`src/rtl/arith_defs.sv`:
```
// rtl/arith_defs.sv - shared add/sub opcode encoding and ALU status flag indices
package arith_defs;

    localparam logic OP_ADD = 1'b0;
    localparam logic OP_SUB = 1'b1;

    localparam int FLG_C   = 0;
    localparam int FLG_V   = 1;
    localparam int FLG_Z   = 2;
    localparam int NUM_FLG = 3;

    // Bundle the adder flags into the ALU status word layout.
    function automatic logic [NUM_FLG-1:0] pack_flags(input logic c, input logic v, input logic z);
        logic [NUM_FLG-1:0] f;
        f        = '0;
        f[FLG_C] = c;
        f[FLG_V] = v;
        f[FLG_Z] = z;
        return f;
    endfunction

endpackage

```
`src/rtl/add_sub_slice.sv`:
```
// rtl/add_sub_slice.sv - combinational CW-bit adder chunk with carry in/out
module add_sub_slice #(
    parameter int CW = 8
) (
    input  logic [CW-1:0] a,
    input  logic [CW-1:0] b,
    input  logic          cin,
    output logic [CW-1:0] s,
    output logic          cout
);

    logic [CW:0] w_total;

    assign w_total   = {1'b0, a} + {1'b0, b} + {{CW{1'b0}}, cin};
    assign {cout, s} = w_total;

endmodule

```
`src/rtl/add_sub_pipe.sv`:
```
// rtl/add_sub_pipe.sv - pipelined add/subtract unit, one operand chunk per stage
module add_sub_pipe
    import arith_defs::*;
#(
    parameter int WIDTH  = 32,
    parameter int STAGES = 4
) (
    input  logic             clk,
    input  logic             rst_n,
    input  logic             in_valid,
    output logic             in_ready,
    input  logic [WIDTH-1:0] a,
    input  logic [WIDTH-1:0] b,
    input  logic             sub,
    output logic             out_valid,
    input  logic             out_ready,
    output logic [WIDTH-1:0] sum,
    output logic             carry,
    output logic             overflow,
    output logic             zero
);

    localparam int CW   = WIDTH / STAGES;
    localparam int LAST = STAGES - 1;

    if ((STAGES < 1) || (STAGES > WIDTH)) begin : g_bad_stages
        $error("add_sub_pipe: STAGES must be in 1..WIDTH");
    end
    if ((WIDTH % STAGES) != 0) begin : g_bad_width
        $error("add_sub_pipe: WIDTH must be a multiple of STAGES");
    end

    // Subtraction is a + ~b + 1: invert b here, the +1 enters as stage 0 carry-in.
    logic [WIDTH-1:0] w_b_eff;
    assign w_b_eff = (sub == OP_SUB) ? ~b : b;

    // Stage registers. Operands travel whole; stage s only consumes chunk s and the
    // sign bits, and r_lo accumulates the summed low chunks (upper bits stay zero).
    logic [STAGES-1:0] r_v;
    logic [STAGES-1:0] r_c;
    logic [WIDTH-1:0]  r_a  [STAGES];
    logic [WIDTH-1:0]  r_b  [STAGES];
    logic [WIDTH-1:0]  r_lo [STAGES];
    logic              r_ovf;
    logic              r_zero;

    // What each stage would load: from the input ports for stage 0, else from the stage before.
    logic [STAGES-1:0] w_src_v;
    logic [STAGES-1:0] w_src_c;
    logic [WIDTH-1:0]  w_src_a  [STAGES];
    logic [WIDTH-1:0]  w_src_b  [STAGES];
    logic [WIDTH-1:0]  w_src_lo [STAGES];
    logic [CW-1:0]     w_s      [STAGES];
    logic [STAGES-1:0] w_cout;
    logic [WIDTH-1:0]  w_lo_next [STAGES];
    logic [STAGES:0]   w_en;

    for (genvar s = 0; s < STAGES; s++) begin : g_stage
        if (s == 0) begin : g_src
            assign w_src_v[s]  = in_valid;
            assign w_src_c[s]  = sub;
            assign w_src_a[s]  = a;
            assign w_src_b[s]  = w_b_eff;
            assign w_src_lo[s] = '0;
        end else begin : g_src
            assign w_src_v[s]  = r_v[s-1];
            assign w_src_c[s]  = r_c[s-1];
            assign w_src_a[s]  = r_a[s-1];
            assign w_src_b[s]  = r_b[s-1];
            assign w_src_lo[s] = r_lo[s-1];
        end

        add_sub_slice #(
            .CW(CW)
        ) u_slice (
            .a   (w_src_a[s][s*CW +: CW]),
            .b   (w_src_b[s][s*CW +: CW]),
            .cin (w_src_c[s]),
            .s   (w_s[s]),
            .cout(w_cout[s])
        );

        assign w_lo_next[s] = w_src_lo[s] | (WIDTH'(w_s[s]) << (s * CW));
    end

    // Advance chain: a stage may load when empty or when its occupant moves on this cycle.
    always_comb begin
        w_en[STAGES] = out_ready;
        for (int s = STAGES - 1; s >= 0; s--) begin
            w_en[s] = ~r_v[s] | w_en[s+1];
        end
    end

    assign in_ready = w_en[0];

    // Pipeline registers; data only moves with a valid beat so outputs hold through bubbles.
    always_ff @(posedge clk or negedge rst_n) begin
        if (!rst_n) begin
            r_v    <= '0;
            r_c    <= '0;
            r_ovf  <= 1'b0;
            r_zero <= 1'b0;
            for (int s = 0; s < STAGES; s++) begin
                r_a[s]  <= '0;
                r_b[s]  <= '0;
                r_lo[s] <= '0;
            end
        end else begin
            for (int s = 0; s < STAGES; s++) begin
                if (w_en[s]) begin
                    r_v[s] <= w_src_v[s];
                    if (w_src_v[s]) begin
                        r_a[s]  <= w_src_a[s];
                        r_b[s]  <= w_src_b[s];
                        r_lo[s] <= w_lo_next[s];
                        r_c[s]  <= w_cout[s];
                    end
                end
            end
            if (w_en[LAST] && w_src_v[LAST]) begin
                r_ovf  <= (w_src_a[LAST][WIDTH-1] == w_src_b[LAST][WIDTH-1]) &&
                          (w_lo_next[LAST][WIDTH-1] != w_src_a[LAST][WIDTH-1]);
                r_zero <= (w_lo_next[LAST] == '0);
            end
        end
    end

    assign out_valid = r_v[LAST];
    assign sum       = r_lo[LAST];
    assign carry     = r_c[LAST];
    assign overflow  = r_ovf;
    assign zero      = r_zero;

endmodule

```
`config.mk`:
```
export PLATFORM = sky130hd
export DESIGN_NAME = add_sub_pipe
export DESIGN_NICKNAME = d
export VERILOG_FILES = /design/src/rtl/arith_defs.sv /design/src/rtl/add_sub_slice.sv /design/src/rtl/add_sub_pipe.sv
export SDC_FILE = /design/constraint.sdc
export NUM_CORES = 1
export LEC_CHECK = 0
export ABC_AREA = 0
export CAP_MARGIN = 20
export CORE_ASPECT_RATIO = 0.5
export CORE_MARGIN = 2
export CORE_UTILIZATION = 56
export CTS_CLUSTER_DIAMETER = 30
export DETAILED_ROUTE_END_ITERATION = 8
export PLACE_DENSITY_LB_ADDON = 0.2
export SETUP_SLACK_MARGIN = 0.15
export SYNTH_ARGS = -nofsm -noshare
export SYNTH_HDL_FRONTEND = slang
export SYNTH_HIERARCHICAL = 1
export SYNTH_SLANG_ARGS = --single-unit
export TNS_END_PERCENT = 100
```
`constraint.sdc`:
```
create_clock -name clk -period 2.6 [get_ports clk]
set_clock_uncertainty 0.1 [all_clocks]
set_input_delay 0.39 -clock clk [delete_from_list [all_inputs] [get_ports clk]]
set_output_delay 0.39 -clock clk [all_outputs]
set_load 0.05 [all_outputs]
```
* Word level (Yosys, flattened, before mapping)
Cells that the tools add are included.
Cells by class: add/subtract/negate cells 8, eq/ne operators 2, multiplexer cells 1, bitwise operators 12, reductions and logical operators 7
Operator list (count):
- adder 8 x 8 -> 9 bit | 4
- adder 9 x 1 -> 9 bit | 4
- zero test 32 bit | 1
- 2-to-1 mux 32 bit | 1
- NOT 32 bit | 1
- bitwise OR 32 x 24 -> 32 bit | 1
- bitwise OR 32 bit | 1
- bitwise OR 8 x 16 -> 16 bit | 1
- AND reduction 2 bit | 4
- NOT 1 bit | 4
- bitwise OR 1 bit | 4
- logical AND 1 bit | 2
- equality test 1 bit | 1
- != test 1 bit | 1
Storage, ports and cells: bits in registers 306, input bits 69, output and inout bits 37, logic and storage cells 50

* Longest topological paths before layout
Gate-level depths: netlist (run 1).
depth in word-level cells 6, gate-level depth with buffers 10, gate-level depth less buffers 9

* Cells and area by module
Netlist (run 1), hierarchy kept.
By module, submodules not included:
- add_sub_pipe | instances 1, cells each 481, area an instance 7527.2 sq um, seq. area each 4654.5 sq um
- add_sub_slice at g_stage[0].u_slice ... | instances 2, cells each 42, area an instance 331.6 sq um, seq. area each 0.0 sq um
- add_sub_slice at g_stage[2].u_slice ... | instances 2, cells each 38, area an instance 312.8 sq um, seq. area each 0.0 sq um

* Worst setup path after synthesis (run 1)
No wires, ideal clock.
path kind in2reg, start point input sub, end point register r_c[0], setup time 0.125 ns, data arrival time 2.478 ns, required time 2.375 ns, path slack -0.103 ns, cell stages on the path 10, path buffers 2, cells stage by stage clkbuf_1 -> buf_2 -> xor2_1 -> fa_1 -> fa_1 -> a21oi_1 -> nor2_1 -> nor2_1 -> o21ai_0 -> mux2_2
Between the ends: cells in the longest elaborated chain, start to end 3
Ends and longest elaborated chain:
- start: declaration | line add_sub_pipe.sv:14 | input logic sub,
- 2-to-1 mux 32 bit | line add_sub_pipe.sv:35 | assign w_b_eff = (sub == OP_SUB) ? ~b : b;
- named net w_b_eff[0] | line add_sub_pipe.sv:34 | logic [WIDTH-1:0] w_b_eff;
- adder 8 x 8 -> 9 bit | line add_sub_slice.sv:14 | assign w_total = {1'b0, a} + {1'b0, b} + {{CW{1'b0}}, cin};
- adder 9 x 1 -> 9 bit | line add_sub_slice.sv:14
- named net w_cout[0] | line add_sub_pipe.sv:54 | logic [STAGES-1:0] w_cout;
- end signal: indexed assignment | line add_sub_pipe.sv:116 | r_c[s] <= w_cout[s];
- end: declaration | line add_sub_pipe.sv:40 | logic [STAGES-1:0] r_c;
The timed path passes the listed nets, and every way through them passes these cells. A chain may end at the register's enable or synchronous reset.

==> impl_metrics.toml, run 1 <==
[run_status]
outcome = "finished clean"

[critical_path]
cp_data_required_time_ns = 2.84
cp.arrival_ns = 2.77
crit_chain = "fa_2 > buf_6 > a211oi_4 > nor3_2 > a211o_1 > nor4_2 > nand4_1 > o31ai_1"
crit_path_max_fanout = 2
end_kind = "flip-flop"
crit_type = "reg2reg"
worst-r2r-setup-slack_ns = 0.07
crit_path_start_kind = "flip-flop"
crit_path_top_delay_cell = "fa_2"
critPathMaxStageDelay_ns = 0.43

[clocking]
clkTransAtPathRegs_ns = 0.07
numCtsBuffers = 17
ctsRootBufferMaster = "clkbuf_16"
clock_latency_ns = 0.43
cts.sinks = 186
cts_tree = "yes"
clk_path_buf_depth = 2
h-tree-depth = 4

[floorplanning]
initial_core_util_pct = 57.2
ios = 106
dieArea_um2 = 16800
core.rowCount = 32
core_area_um2 = 15400
die_w_um = 181
die_h_um = 92.7

[synth]
synthFlopType = "dfrtp_1"
avgSynthCellArea_um2 = 13.8
syn-cell-area_um2 = 8820
ys_seq_area_share_pct = 52.8
yosys-top-cells-area = "dfrtp_1 53%, mux2_2 19%, ha_1 4.0%, mux2_1 3.8%, xor2_1 3.8%"
synth_seq_cells = 186
synth_cells = 641
synth.distinct_cells = 42
ys_warn_count = 6
synth_top_area_share_pct = 52.8
synth_top_area_cell = "dfrtp_1"
async_reset_ff_share_pct = 100
synth_edf_count = 0
syn_nets = 746

[min_path]
hold_class = "in2async"

[sta]
setup_total_negative_slack_ns = 0
fmax_mhz = 395
fin_crit_sh_pct = 97.3
worst_slew_margin_rel_pct = 59.0
tightest_slew_ns = 0.615
finalMaxSlewViolations = 0
rsz0062_at_grt = "true"
whs_ns = 0.392
final.min_clock_period_ns = 2.53
hold_violations = 0
setup_violations = 0

[drt]
wl_per_cell_um = 17.1
via_count = 5129
route.detailed.drc = 0
antenna_left = 0
first_pass_iters = 4
vias_per_cell = 5.40
drt_iter0_markers = 184
wirelength_um = 16200

[global_routing]
groute.usage.overall_pct = 20.7
grt_first_pass_wirelength_um = 27200
grt_max_degree = 70
grt_overflow = 0
antenna_found_initial = 0
first_global_vias = 5405

[layout]
fill_cells = 1120
mostFrequentLayoutCells = "186 x dfrtp_1, 149 x mux2_2, 102 x clkdlybuf4s50_1"
layout_commonest_cell = "dfrtp_1"
utilization_pct = 69.3
instances_no_fill = 949
nets = 837
drive_gt1_share_pct = 31.4
insertedDiodeCount = 0
syn_to_final_growth_pct = 21.2

[pwr]
power.total_w = 0.0129
power.density_nw_per_um2 = 1210
p_leak_nw = 4.54
peakVddDrop_v = 0.000600

[job]
maxCapViolCount = 0

[placed_design]
io_buffers = 105
dp.cells = 913
gp_congestion = 0.760
place_hpwl_um = 11100
==> routing by layer <==
metal | wire length, um | vias to the layer above | GRT usage (%)
met2 | 7740 | 71 | 35.1
li1 | - | 2428 | -
met5 | 0 | - | 0
met1 | 7880 | 2618 | 27.8
met3 | 464 | 12 | 4.33
met4 | 146 | 0 | 4.88
==> timing repair <==
action                     in CTS  in global routing
gates resized for setup         9                 10
setup endpoints to repair       3                  5
hold buffers                    1                  0
hold endpoints to repair       59                  0
pin swaps                       9                  4
buffers inserted                2                  1
==> critical path, delay by kind of cell, from the launching register on <==
family / cells / cell delay [ns]
compound gates: 3 / 0.87
simple gates: 3 / 0.49
fa+ha+maj: 1 / 0.43
buf+inv: 1 / 0.14
flops: 1 / 0.41
==> where the power goes <==
part | internal (W) | switching [W]
clock network | 0.00155 | 0.00122
logic | 0.00262 | 0.00280
registers | 0.00398 | 0.000735
total | 0.00816 | 0.00475
==> cell families (layout without fill, tap and decap cells) <==
logic type      after synthesis  in the layout  synth area share [%]
xor+xnor                     50             50                  4.97
simple gates                 67             67                  4.00
mux                         183            183                  23.3
fa+ha+maj                    36             36                  5.79
buf+inv                      63            167                  4.73
compound gates               56             56                  4.37
flops                       186            186                  52.8
==> synth_stat cells, types with 2 or more instances <==
master / n
nand4_1: 2
nand2_1: 17
ha_1: 28
buf_4: 33
a311o_1: 4
mux2i_1: 2
nor2b_2: 2
mux2_1: 30
nor4_1: 12
a21oi_2: 2
nand3_1: 6
o21ai_0: 6
inv_2: 2
a211oi_1: 2
nor2_1: 6
a221oi_1: 2
a31oi_1: 2
mux2_2: 151
xnor2_1: 12
xor2_1: 38
fa_1: 8
a21o_1: 6
nor2b_1: 6
nor3_1: 8
a21oi_1: 18
nand2b_1: 5
inv_1: 7
a221o_1: 2
buf_2: 15
a211o_1: 2
dfrtp_1: 186
buf_6: 5
o21bai_1: 4
a2111oi_0: 2
==> state kept, by name (all words and copies together), names as in the netlist <==
signal and flops:
r_a 48, r_b 48, r_lo 48, sum 32, r_c 4, r_v 4
overflow 1, zero 1
==> stage by stage <==
step           setup slack (ns)  cell area, um2
2_1_floorplan             0.139            8850
3_3_place_gp             -0.152            9950
3_5_place_dp             -0.199            9950
4_1_cts                  0.0597           10600
5_1_grt                 -0.0439           10700
6_report                 0.0713           10700
==> path summary, 6_finish.rpt <==
kind | start | to | cells after the start
max in group asynchronous | rst_n | r_c[2] | 3
setup / recovery | r_c[2] | zero | 8
hold / removal | rst_n | r_a[105] | 2
min in group clk | r_lo[97] | r_lo[97] | 1
hold reg to reg | r_lo[97] | r_lo[97] | 1
setup reg to reg | r_c[2] | zero | 8
==> layout make-up <==
class                      count  area, um2  share of cell area, %
sequential                   186       4650                   43.6
multi-input combinational    392       3840                   36.0
timing repair buffer         126       1270                   11.9
clock buffer                  17        425                   3.98
tap                          204        255                   2.39
clock inverter                15        199                   1.86
inverter                       9       33.8                  0.316
(Power assumes the default switching activity.)
==> run 2, diff against run 1 <==
--- a/config.mk
+++ b/config.mk
@@ -6,7 +6,7 @@
 export NUM_CORES = 1
 export LEC_CHECK = 0
 export ABC_AREA = 0
-export CAP_MARGIN = 20
+export CAP_MARGIN = 15
 export CORE_ASPECT_RATIO = 0.5
 export CORE_MARGIN = 2
 export CORE_UTILIZATION = 56
==> results of run 2 <==
No change in the layout: final DEF, timing and power equal those of run 1.
==> run 3, diff against run 2 <==
--- a/config.mk
+++ b/config.mk
@@ -9,7 +9,7 @@
 export CAP_MARGIN = 15
 export CORE_ASPECT_RATIO = 0.5
 export CORE_MARGIN = 2
-export CORE_UTILIZATION = 56
+export CORE_UTILIZATION = 50
 export CTS_CLUSTER_DIAMETER = 30
 export DETAILED_ROUTE_END_ITERATION = 8
 export PLACE_DENSITY_LB_ADDON = 0.2
==> run 3 against run 2 <==
Compared with the run above: sequential power about the same; critical endpoint unchanged; routed wire length grew 1.7%; via count is essentially flat; largest power group unchanged; largest cell class unchanged; combinational power grew 0.7%.
==> impl_metrics.toml, run 3 (synthesis gave the netlist of run 1 again) <==
[placed_design]
dp.cells = 945
gp_congestion = 0.821
place_hpwl_um = 11500
pre_cts_slack_ns = -0.135
io_buffers = 105

[clocking]
clk_path_buf_depth = 2
cts.sinks = 186
h-tree-depth = 4
clock_latency_ns = 0.42
clkTransAtPathRegs_ns = 0.07
numCtsBuffers = 17
ctsRootBufferMaster = "clkbuf_16"
cts_tree = "yes"

[global_routing]
groute.usage.overall_pct = 18.7
met3_usage_pct = 3.70
grtUsageMet1_pct = 25.7
top_usage_layer = "met2"
antenna_found_initial = 0
grt_max_degree = 62
first_global_vias = 5486
grtUsageMet2_pct = 30.8
grt_first_pass_wirelength_um = 27400
grt_overflow = 0

[critical_path]
cp_data_required_time_ns = 2.83
crit_path_start_kind = "flip-flop"
crit_start = "r_c[2]"
crit_path_max_fanout = 3
r2r.worst_path.cells = 9
cp.arrival_ns = 2.79
worst-r2r-setup-slack_ns = 0.03
r2r-start = "r_c[2]"
worstReg2RegEnd = "zero"
end_kind = "flip-flop"
crit_type = "reg2reg"
critPathCapture = "zero"

[pwr]
intPower_w = 0.00798
power_frac_comb_pct = 43.1
p_leak_nw = 4.51
power.density_nw_per_um2 = 1180
peakVddDrop_v = 0.000579
p_seq_share_pct = 37.2
power_switching_w = 0.00470
swShare_pct = 37.1
power_frac_clock_pct = 19.8

[sta]
layout_setup_ws_ns = 0.0332
finalMaxSlewViolations = 0
setup_violations = 0
tightest_slew_ns = 0.599
final.min_clock_period_ns = 2.57
rsz0062_at_grt = "true"
worst_slew_margin_rel_pct = 60.1
fmax_mhz = 390
fin_crit_sh_pct = 98.7
hold_violations = 0

[layout]
nets = 839
mostFrequentLayoutCells = "186 x dfrtp_1, 151 x mux2_2, 102 x clkdlybuf4s50_1"
drive_gt1_share_pct = 32.1
insertedDiodeCount = 0
fill_cells = 1374
reg.largest.list = "r_a (48), r_b (48), r_lo (48)"
syn_to_final_growth_pct = 21.7
layout_commonest_cell = "dfrtp_1"
instances_no_fill = 981

[floorplanning]
dieArea_um2 = 18800
die_h_um = 97.9
initial_core_util_pct = 50.9
die_w_um = 192
core_area_um2 = 17300
ios = 106
core.rowCount = 34

[min_path]
hold_depth = 1
hold_class = "reg2reg"

[drt]
wirelength_um = 16500
antenna_left = 0
vias_per_cell = 5.23
first_pass_iters = 4
route.detailed.drc = 0
wl_per_cell_um = 16.8
via_count = 5130
drt_iter0_markers = 150

[run_status]
outcome = "finished clean"

[job]
maxCapViolCount = 0
[run 3: changes by cell type in the layout (fill, tap and decap cells not counted), moves of 2 or more]
cell,delta
mux2_2,+2
ha_4,+3
buf_12,+2
buf_6,-2
buf_4,+2
ha_1,-3
clkinvlp_4,+2
clkinv_2,+2
inv_6,-3
bufinv_16,-2
mux2_4,-2
[run 3: what timing repair did]
action                                 CTS  global route
buffers inserted                         1             2
resized for setup                        7            12
endpoints found under the hold margin   55             0
hold buffers                             1             0
setup endpoints to repair                2             7
pin swaps                                5            10
[run 3: routing by layer]
| metal | vias to the layer above | wire [um] |
|---|---|---|
| met1 | 2620 | 7960 |
| met2 | 66 | 7920 |
| met5 | - | 0 |
| met4 | 0 | 131 |
| met3 | 11 | 490 |
| li1 | 2433 | - |
[run 3: power by group through the flow]
stage | Clock, W | Combinational (W) | Sequential (W)
after floorplan | 0 | 0.00414 | 0.00450
after global placement | 0 | 0.00497 | 0.00471
after detailed placement | 0 | 0.00511 | 0.00474
after CTS | 0.00257 | 0.00530 | 0.00472
after global routing | 0.00269 | 0.00591 | 0.00487
final | 0.00251 | 0.00546 | 0.00471
[run 3: cell type report]
| type | instances | area, um2 | area share (%) |
|---|---|---|---|
| timing repair buffer | 128 | 1310 | 12.2 |
| multi-input combinational | 392 | 3880 | 36.1 |
| sequential | 186 | 4650 | 43.4 |
| inverter | 9 | 33.8 | 0.315 |
| clock inverter | 14 | 138 | 1.28 |
| tap | 234 | 293 | 2.73 |
| clock buffer | 18 | 429 | 4.00 |
[run 3: metrics by stage]
step	TNS, ns	hold WS (ns)	instance area, um2	power, W	utilization [%]
CTS	0	0.396	10700	0.0126	61.6
global placement	-0.341	0.313	10000	0.00968	57.9
floorplan	0	-0.00559	8850	0.00864	-
finish	0	0.389	10700	0.0127	62.0
detailed placement	-0.461	0.307	10000	0.00985	57.9
global route	-0.0698	0.410	10700	0.0135	62.0
[run 3: worst max-delay path, cell delays in order, from the launching register on]
cell     delay (ns)
dfrtp_1        0.40
fa_2           0.43
fa_2           0.40
a21oi_2        0.15
nor2b_2        0.07
a31oi_2        0.17
xnor2_1        0.13
nor4_1         0.23
nand4_1        0.15
o31ai_2        0.24
[run 3: worst min-delay path by stage]
| stage | endpoint | slack, ns | startpoint |
|---|---|---|---|
| floorplan | overflow | -0.006 | rst_n |
| global placement | r_a[106] | 0.31 | rst_n |
| detailed placement | r_b[106] | 0.31 | rst_n |
| CTS | r_b[124] | 0.40 | r_b[124] |
| global route | r_a[114] | 0.41 | r_a[114] |
| finish | r_a[114] | 0.39 | r_a[114] |
==> variant, RTL diff (settings of run 1) <==
Set the parameter `WIDTH` to 40 (it was 32).
--- a/src/rtl/add_sub_pipe.sv
+++ b/src/rtl/add_sub_pipe.sv
@@ -2,7 +2,7 @@
 module add_sub_pipe
     import arith_defs::*;
 #(
-    parameter int WIDTH  = 32,
+    parameter int WIDTH  = 40,
     parameter int STAGES = 4
 ) (
     input  logic             clk,
Interface: changed (resized a, b and sum); port bits go from 106 to 130. No check against the original RTL was run, so the function may have changed too.
==> variant against run 1 <==
The run now ends with negative setup slack left; worst setup slack worse by 0.21 ns; sequential cell count up 44; non-clock buffer count up 34; die area up 25%; fmax down 7.6%; final area up 28%; largest cell class unchanged; routed wire length up 31%; synthesized area up 26%; power up 33%.
==> variant: results (changes against run 1) <==
[routing]
wl_met2_mm=9.839  ; was 7.735 mm
num_vias=6582  ; was 5129
wire_per_inst_um=17.29  ; was 17.10 µm
met1_length_mm=10.13  ; was 7.879 mm
wl_met3_um=877  ; was 464 µm
drt_iter0_markers=351  ; was 184

[outcome]
status=finished with violations  ; was complete, no violations
violations=negative setup slack

[placement]
dpl-instance-area_um2=12530  ; was 9948 µm²
routabilityCongestion=0.8257  ; was 0.7595
port_buffers=129  ; was 105
pre_cts_ws_ns=-0.3915  ; was -0.1986 ns

[final_layout]
drive_above_1_share_pct=37.43  ; was 31.41%
n_antenna_cell=0  ; unchanged
nFillCells=1375  ; was 1120
top_regs=r_a: 60 flops, r_b: 60 flops, r_lo: 60 flops  ; was r_a: 48 flops, r_b: 48 flops, r_lo: 48 flops
final_nets=1066  ; was 837

[timing]
maxSlewHeadroom_pct=50.04  ; was 58.97%
fin_setup_tns_ns=-0.1375  ; was 0 ns
setup_viol=1  ; was 0
worst_slack_ns=-0.1375  ; was 0.07132 ns

[synth]
yosysSeqAreaShare_pct=51.80  ; was 52.80%
ys_warn_count=6  ; unchanged
synth_commonest_cells=dfrtp_1 (230), mux2_2 (225), xor2_1 (50)  ; was dfrtp_1 (186), mux2_2 (151), xor2_1 (38)
netlist_top_cells_area=dfrtp_1 (52%), mux2_2 (23%), ha_1 (4.1%)  ; was dfrtp_1 (53%), mux2_2 (19%), ha_1 (4.0%)
syn_nets=942  ; was 746

[pwr]
powerDensity_nw_per_um2=1250  ; was 1208 nW/µm²
ir_drop_mv=0.5581  ; was 0.6003 mV
comb_power_uw=7220  ; was 5420 µW
p_sw_share_pct=36.57  ; was 36.82%

[global_routing]
met1_usage_pct=29.56  ; was 27.81%
grt_max_degree=140  ; was 70
grt_pass1_vias=6770  ; was 5405
grt_use_met2_pct=32.55  ; was 35.09%

[clock_tree]
h-tree-depth=1  ; was 4
cts_made_buffers=29  ; was 17
cts_buffer_depth=3  ; was 2
clk_latency_ns=0.53  ; was 0.43 ns
cts_setup_buffers=3  ; was 2

[setup_path]
crit_fanout=3  ; was 2
critPathArrivalTime_ns=3.06  ; was 2.77 ns

-- variant: cell families after synthesis --
family	after synthesis	synth area share, %
XOR/XNOR	72	5.676
buffers and inverters	90	5.203
adder cells (fa/ha/maj)	44	5.495
multiplexers	225	22.80
flip-flops	230	51.80
AO/OA/AOI/OAI	76	5.214
AND/OR/NAND/NOR	76	3.806
-- variant: final cells by class --
class                   instances  area (µm²)  share of cell area [%]
clock buffers                  32       757.0                   5.520
clock inverters                21       242.7                   1.770
inverters                      23       86.33                  0.6296
multi-input cells             493        4923                   35.90
flip-flops and latches        230        5756                   41.97
well taps                     266       332.8                   2.427
repair buffers                160        1615                   11.78
-- variant: final timing paths --
path	depth (start not counted)	to	slack, ns	from
worst min-delay path	2	r_lo[124]	0.12	rst_n
worst min register to register	1	r_lo[80]	0.40	r_lo[80]
min in group clk	3	r_lo[120]	0.29	sub
worst max register to register	9	zero	-0.14	r_a[70]
max in group asynchronous	3	sum[29]	1.37	rst_n
worst max-delay path	9	zero	-0.14	r_a[70]
